## src/rtl/stream_reduce_accumulator_pkg.sv

```systemverilog
// Purpose: shared FSM encoding, mode constants and helpers for the stream reduce accumulator.
// Latency: n/a (types and combinational functions only).
// Backpressure: n/a.
package stream_reduce_accumulator_pkg;

  typedef enum logic [1:0] {
    ST_IDLE   = 2'd0,
    ST_REDUCE = 2'd1,
    ST_ACCUM  = 2'd2,
    ST_OUT    = 2'd3
  } state_t;

  localparam int ADD_INT   = 0;
  localparam int ADD_FLOAT = 1;

  // Smallest r with 2^r >= n; n=1 yields 0 (no tree layers).
  function automatic int clog2(input int n);
    int r;
    r = 0;
    while ((1 << r) < n) r++;
    return r;
  endfunction

  // IEEE-754 single add, round-to-nearest-even, gradual underflow.
  // Operands are ordered by magnitude so the result sign is always the larger one's.
  function automatic logic [31:0] f32_add(input logic [31:0] a, input logic [31:0] b);
    logic [31:0] x, y, res;
    logic [7:0]  ex, ey, d;
    logic [26:0] mx, my;
    logic [27:0] s;
    logic [9:0]  e;
    logic [24:0] rm;
    logic        sticky, rnd;
    logic        x_nan, y_nan, x_inf, y_inf;

    if (a[30:0] >= b[30:0]) begin
      x = a;
      y = b;
    end else begin
      x = b;
      y = a;
    end
    x_nan = (&x[30:23]) & (|x[22:0]);
    y_nan = (&y[30:23]) & (|y[22:0]);
    x_inf = (&x[30:23]) & ~(|x[22:0]);
    y_inf = (&y[30:23]) & ~(|y[22:0]);

    // Denormals use exponent 1 with no hidden bit.
    ex = (x[30:23] == 8'd0) ? 8'd1 : x[30:23];
    ey = (y[30:23] == 8'd0) ? 8'd1 : y[30:23];
    mx = {|x[30:23], x[22:0], 3'b000};
    my = {|y[30:23], y[22:0], 3'b000};

    // Align the smaller operand; every bit shifted out folds into sticky.
    d = ex - ey;
    sticky = 1'b0;
    for (int i = 0; i < 27; i++) begin
      if (8'(i) < d) sticky = sticky | my[i];
    end
    my    = (d >= 8'd27) ? 27'd0 : (my >> d);
    my[0] = my[0] | sticky;

    s = (x[31] == y[31]) ? ({1'b0, mx} + {1'b0, my}) : ({1'b0, mx} - {1'b0, my});
    e = {2'b00, ex};

    // Carry out: shift right once, keep sticky.
    if (s[27]) begin
      s = {1'b0, s[27:2], s[1] | s[0]};
      e = e + 10'd1;
    end
    // Cancellation: shift left until normalised or the denormal floor is hit.
    for (int i = 0; i < 26; i++) begin
      if (!s[26] && (e > 10'd1)) begin
        s = s << 1;
        e = e - 10'd1;
      end
    end

    rnd = s[2] & (s[1] | s[0] | s[3]);
    rm  = {1'b0, s[26:3]} + {24'd0, rnd};
    if (rm[24]) begin
      rm = rm >> 1;
      e  = e + 10'd1;
    end

    if (x_nan || y_nan) begin
      res = 32'h7FC0_0000;
    end else if (x_inf) begin
      res = (y_inf && (x[31] != y[31])) ? 32'h7FC0_0000 : x;
    end else if (s == 28'd0) begin
      res = {x[31] & y[31], 31'd0};
    end else if (e >= 10'd255) begin
      res = {x[31], 8'hFF, 23'd0};
    end else begin
      res = {x[31], (rm[23] ? e[7:0] : 8'd0), rm[22:0]};
    end
    return res;
  endfunction

endpackage

```

## src/rtl/stream_reduce_accumulator_add_lane.sv

```systemverilog
// Purpose: one DATA_W two-input adder, integer or IEEE-754 single by FLOAT.
// Latency: combinational, zero cycles.
// Backpressure: none; pure function of its inputs.
module stream_reduce_accumulator_add_lane
  import stream_reduce_accumulator_pkg::*;
#(
  parameter int DATA_W = 32,
  parameter int FLOAT  = ADD_INT
) (
  input  logic [DATA_W-1:0] a_i,
  input  logic [DATA_W-1:0] b_i,
  output logic [DATA_W-1:0] sum_o
);

  if (FLOAT == ADD_FLOAT) begin : g_f32
    // Float mode is only meaningful with DATA_W = 32.
    assign sum_o = f32_add(a_i, b_i);
  end else begin : g_int
    // Carry-in tied low; wraps modulo 2^DATA_W with no overflow flag.
    assign sum_o = a_i + b_i;
  end

endmodule

```

## src/rtl/stream_reduce_accumulator.sv

```systemverilog
// Purpose: reduces each N_IN-lane beat through a shared adder tree and accumulates beats until in_last.
// Latency: LAYERS+1 cycles accept-to-out_valid for a one-beat sum; one beat every LAYERS+2 cycles.
// Backpressure: in_ready only in IDLE (no input buffer); result held in OUT until out_ready; en=0 freezes all.
module stream_reduce_accumulator
  import stream_reduce_accumulator_pkg::*;
#(
  parameter int DATA_W = 32,
  parameter int N_IN   = 16,
  parameter int FLOAT  = ADD_INT
) (
  input  logic                   clk,
  input  logic                   rst,
  input  logic                   en,
  input  logic                   clr,
  input  logic [DATA_W*N_IN-1:0] in_vals,
  input  logic                   in_valid,
  input  logic                   in_last,
  output logic                   in_ready,
  output logic [DATA_W-1:0]      out_sum,
  output logic                   out_valid,
  input  logic                   out_ready,
  output logic                   busy
);

  localparam int LAYERS = clog2(N_IN);
  localparam int P      = 1 << LAYERS;
  localparam int HALF   = P / 2;
  localparam logic [7:0] LAST_LAYER = 8'((LAYERS > 0) ? (LAYERS - 1) : 0);

  state_t            state_q, state_d;
  logic [7:0]        layer_q;
  logic              last_q;
  logic              rst_done_q;
  logic              out_valid_q;
  logic [DATA_W-1:0] acc_q;
  logic [DATA_W-1:0] out_sum_q;
  logic [DATA_W-1:0] acc_sum;
  logic [DATA_W-1:0] tree_q  [P];
  logic [DATA_W-1:0] lane_in [P];
  logic [DATA_W-1:0] lvl_sum [(HALF > 0) ? HALF : 1];
  logic              accept;

  // Pad the beat out to a power-of-two tree; missing lanes contribute zero.
  for (genvar g = 0; g < P; g++) begin : g_pad
    if (g < N_IN) begin : g_live
      assign lane_in[g] = in_vals[g*DATA_W +: DATA_W];
    end else begin : g_zero
      assign lane_in[g] = '0;
    end
  end

  // One shared layer of adders, reused every REDUCE cycle.
  for (genvar g = 0; g < HALF; g++) begin : g_tree
    stream_reduce_accumulator_add_lane #(
      .DATA_W (DATA_W),
      .FLOAT  (FLOAT)
    ) u_add (
      .a_i   (tree_q[2*g]),
      .b_i   (tree_q[2*g+1]),
      .sum_o (lvl_sum[g])
    );
  end

  if (HALF == 0) begin : g_no_tree
    assign lvl_sum[0] = '0;
  end

  stream_reduce_accumulator_add_lane #(
    .DATA_W (DATA_W),
    .FLOAT  (FLOAT)
  ) u_acc_add (
    .a_i   (acc_q),
    .b_i   (tree_q[0]),
    .sum_o (acc_sum)
  );

  // Handshake decode; rst_done_q keeps in_ready low while reset is asserted.
  always_comb begin
    in_ready = rst_done_q && (state_q == ST_IDLE);
    busy     = (state_q != ST_IDLE);
  end

  assign accept    = en && !clr && in_valid && in_ready;
  assign out_sum   = out_sum_q;
  assign out_valid = out_valid_q;

  // Next-state logic: nothing moves while en=0; clr wins over every transition.
  always_comb begin
    state_d = state_q;
    if (en) begin
      if (clr) begin
        state_d = ST_IDLE;
      end else begin
        case (state_q)
          ST_IDLE:   if (accept) state_d = (LAYERS == 0) ? ST_ACCUM : ST_REDUCE;
          ST_REDUCE: if (layer_q == LAST_LAYER) state_d = ST_ACCUM;
          ST_ACCUM:  state_d = last_q ? ST_OUT : ST_IDLE;
          ST_OUT:    if (out_ready) state_d = ST_IDLE;
          default:   state_d = ST_IDLE;
        endcase
      end
    end
  end

  // FSM state register.
  always_ff @(posedge clk or posedge rst) begin
    if (rst) begin
      state_q <= ST_IDLE;
    end else begin
      state_q <= state_d;
    end
  end

  // Datapath: tree load/reduce, accumulate, result hand-off; frozen while en=0.
  always_ff @(posedge clk or posedge rst) begin
    if (rst) begin
      for (int i = 0; i < P; i++) tree_q[i] <= '0;
      acc_q       <= '0;
      out_sum_q   <= '0;
      out_valid_q <= 1'b0;
      last_q      <= 1'b0;
      layer_q     <= 8'd0;
      rst_done_q  <= 1'b0;
    end else begin
      rst_done_q <= 1'b1;
      if (en) begin
        if (clr) begin
          acc_q       <= '0;
          out_valid_q <= 1'b0;
          last_q      <= 1'b0;
          layer_q     <= 8'd0;
        end else begin
          case (state_q)
            ST_IDLE: begin
              if (accept) begin
                for (int i = 0; i < P; i++) tree_q[i] <= lane_in[i];
                last_q  <= in_last;
                layer_q <= 8'd0;
              end
            end
            ST_REDUCE: begin
              for (int i = 0; i < HALF; i++) tree_q[i] <= lvl_sum[i];
              for (int i = HALF; i < P; i++) tree_q[i] <= '0;
              layer_q <= layer_q + 8'd1;
            end
            ST_ACCUM: begin
              acc_q   <= acc_sum;
              layer_q <= 8'd0;
              if (last_q) begin
                out_sum_q   <= acc_sum;
                out_valid_q <= 1'b1;
              end
            end
            ST_OUT: begin
              if (out_ready) begin
                out_valid_q <= 1'b0;
                acc_q       <= '0;
              end
            end
            default: ;
          endcase
        end
      end
    end
  end

endmodule

```

## config.mk

```make
export PLATFORM = sky130hd
export DESIGN_NAME = stream_reduce_accumulator
export DESIGN_NICKNAME = d
export VERILOG_FILES = /design/src/rtl/stream_reduce_accumulator_pkg.sv /design/src/rtl/stream_reduce_accumulator_add_lane.sv /design/src/rtl/stream_reduce_accumulator.sv
export SDC_FILE = /design/constraint.sdc
export NUM_CORES = 2
export LEC_CHECK = 0
export CAP_MARGIN = 20
export CORE_ASPECT_RATIO = 1.5
export CORE_MARGIN = 8
export CORE_UTILIZATION = 45
export CTS_CLUSTER_DIAMETER = 80
export DETAILED_ROUTE_END_ITERATION = 6
export HOLD_SLACK_MARGIN = 0.06
export PLACE_DENSITY = 0.71
export SYNTH_ARGS = -nofsm -noshare
export SYNTH_HDL_FRONTEND = slang
export SYNTH_SLANG_ARGS = --single-unit
```

## constraint.sdc

```tcl
create_clock -name clk -period 56.4 [get_ports clk]
set_input_delay 8.46 -clock clk [delete_from_list [all_inputs] [get_ports clk]]
set_output_delay 8.46 -clock clk [all_outputs]
set_load 0.01 [all_outputs]
```

==> results.yml <==
die:
  die_h_um: 369
  start_util_pct: 45.3
  boundaryPins: 554
  core-area_um2: 82300
  die_w_um: 251
  design.die.area_um2: 92600
  placementRows: 129
logic_synthesis:
  synth_edf_count: 0
  synth_top_family_by_area: "simple AND/OR/NAND/NOR gates"
  syn_area_per_cell_um2: 8.52
  synth_flop_cell: "dfrtp_1"
  seq_area_frac_synth_pct: 39.5
  synth_top_area_cell: "dfrtp_1"
  synth_fa_ha_area_share_pct: 10.0
  async_reset_ff_share_pct: 100
  synth_xor_area_share_pct: 5.94
  synth_simple_gate_area_share_pct: 19.4
  synth_cell_types: 68
  syn_inst: 4382
  synthesis.nets: 5195
  ys_top_cells_by_area: "dfrtp_1, ha_1, nand2_1, o21ai_0, a21oi_1"
  synth_top_area_share_pct: 39.5
  synth.area.mux_share_pct: 3.77
  syn_area_um2: 37300
  yosys_register_bits: 589
  synth_compound_area_share_pct: 18.5
  ys.warnings.count: 0
critical_path:
  cp_top_family: "buffers and inverters"
  crit_type: "in2async"
  path_buf_inv: 6
  critPathLaunchType: "primary input"
  critPathMaxStageDelay_ns: 0.88
  critical_path.max_fanout: 128
  cpMaxStageDelayCell: "buf_4"
  cp-end-kind: "asynchronous set/reset pin"
  cp.arrival_ns: 12.85
  crit_required_ns: 56.99
  critPathMostFrequentCell: "buf_4"
  cp_cell_sequence: "clkdlybuf4s50_1, inv_8, buf_4, buf_4, buf_4, buf_4"
timing:
  tns_ns: 0
  finalSetupViolations: 0
  finalHoldViolCount: 0
  min_period_ns: 12.26
  tightest_slew_ns: 1.16
  rsz0062_at_grt: "no"
  slew-limit-headroom_pct: 22.7
  slew_violations: 0
  finalCritPeriodShare_pct: 21.7
  fin_worst_skew_ns: 0.0250
  fmax_ghz: 0.0816
  hold_slack_ns: 0.467
outcome:
  status: "finished clean"
route:
  via_per_inst: 5.62
  final_antenna_net_count: 0
  drt-initial-drc-count: 2129
  vias: 33400
  drt_first_pass_iters: 7
  wirelength_mm: 132
  drc: 0
  wire_per_inst_um: 22.3
pwr:
  p_per_area_nw_per_um2: 63.7
  p_total_mw: 2.93
  irDropWorstVdd_mv: 0.0405
  leakagePower_nw: 22.1
clock_network:
  clkTransAtPathRegs_ns: 0.06
  ctsHoldBuffers: 0
  clk_latency_ns: 0.62
  clock_path_buffers: 3
  cts_buffers: 66
  cts_resized: 0
  root_buffer: "clkbuf_16"
  cts_sinks: 589
  cts_tree: "yes"
  cts_setup_buffers: 0
  cts-htree-levels: 3
placement:
  portBuffers: 553
  finalWeightedCongestion: 0.940
  place_inst: 5799
  dp_hpwl_mm: 104
global_route:
  grt_pass1_vias: 33600
  grt_max_degree: 228
  grt_pass1_wl_mm: 199
  overflow: 0
  antenna_found_initial: 49
  grt_usage_pct: 27.9
layout:
  syn_to_final_growth_pct: 23.3
  drive_gt1_share_pct: 3.39
  final_cell_mix: "nand2_1, dfrtp_1, clkdlybuf4s50_1, o21ai_0, a21oi_1"
  seqCellArea_um2: 14700
  finalNonFillerCells: 5941
  fillers: 7625
  multiInputGateArea_um2: 21600
  final_util_pct: 55.9
  final_net_count: 5634
  final_common_cell: "nand2_1"
flow_run:
  drv_cap: 0
worst_hold_path:
  hp-class: "reg2reg"
## cells by family (layout without fill, tap and decap cells)
logic type | Yosys count | in the layout
AOI/OAI and AO/OA | 1162 | 1162
xor gates and xnor gates | 253 | 253
adders and majority gates | 294 | 294
buffers and inverters | 284 | 766
DFF | 589 | 589
muxes | 140 | 140
other | 1 | 30
and+or+nand+nor | 1659 | 1659
## worst min-delay path: stages, from the launching register on
cell and delay (ns):
dfrtp_1 0.34, nand2_1 0.05, nand2_1 0.04
## cells in the mapped netlist, types with 14 or more instances
| cell type | count |
|---|---|
| nor2_1 | 175 |
| nor2b_1 | 38 |
| o31ai_1 | 14 |
| a21oi_1 | 366 |
| a21o_1 | 137 |
| nand4_1 | 27 |
| nand2b_1 | 34 |
| o21a_1 | 28 |
| nand2_1 | 915 |
| a31oi_1 | 28 |
| ha_1 | 285 |
| mux2i_1 | 137 |
| nor3_1 | 48 |
| xor2_1 | 69 |
| o211ai_1 | 19 |
| o21bai_1 | 43 |
| nand3_1 | 312 |
| dfrtp_1 | 589 |
| inv_1 | 70 |
| clkbuf_1 | 193 |
| xnor2_1 | 184 |
| and3_1 | 52 |
| a211oi_1 | 24 |
| buf_1 | 20 |
| o21ai_0 | 398 |
## power by group
group,switching [mW],internal [mW]
clock,0.179,0.273
combinational,0.998,0.696
sequential,0.164,0.622
## worst paths after layout
path | slack, ns | from | cells after the start | endpoint
setup / recovery | 44.14 | rst | 6 | tree_q[429]
hold / removal | 0.47 | tree_q[254] | 2 | tree_q[254]
setup reg to reg | 51.42 | state_q[1] | 11 | tree_q[318]
hold reg to reg | 0.47 | tree_q[254] | 2 | tree_q[254]
max in group clk | 44.54 | clr | 9 | tree_q[318]
min in group asynchronous | 8.38 | rst | 2 | tree_q[146]
## per-stage QoR
| step | cell area, um2 | worst slack, ns |
|---|---|---|
| 2_1_floorplan | 37300 | 31.46 |
| 3_3_place_gp | 43700 | 43.29 |
| 3_5_place_dp | 43700 | 43.18 |
| 4_1_cts | 45900 | 43.85 |
| 5_1_grt | 46000 | 43.39 |
| 6_report | 46000 | 44.14 |
## area by class of cell
cell class / count / area share, %
timing repair buffer: 584 / 12.6
clock inverter: 14 / 0.495
tap: 1048 / 2.85
antenna: 29 / 0.158
sequential: 589 / 32.0
clock buffer: 97 / 4.36
multi-input combinational: 3509 / 46.9
inverter: 71 / 0.612
## flip-flops by register name, indices dropped and copies added, names as in the netlist
signal	cells
tree_q	512
last_q	1
rst_done_q	1
layer_q	8
acc_q	32
out_valid	1
out_sum	32
state_q	2
## per-layer routing
layer | global-route usage [%] | vias to the layer above | routed length (um) | part of all wire, %
met2 | 49.3 | 917 | 66300 | 50
met1 | 30.6 | 15900 | 49400 | 37
met4 | 16.1 | 26 | 8140 | 6.2
met5 | 0 | - | 168 | 0.13
li1 | - | 16300 | - | -
met3 | 6.07 | 255 | 8230 | 6.2
No activity file was read; power rests on OpenSTA's default activity.
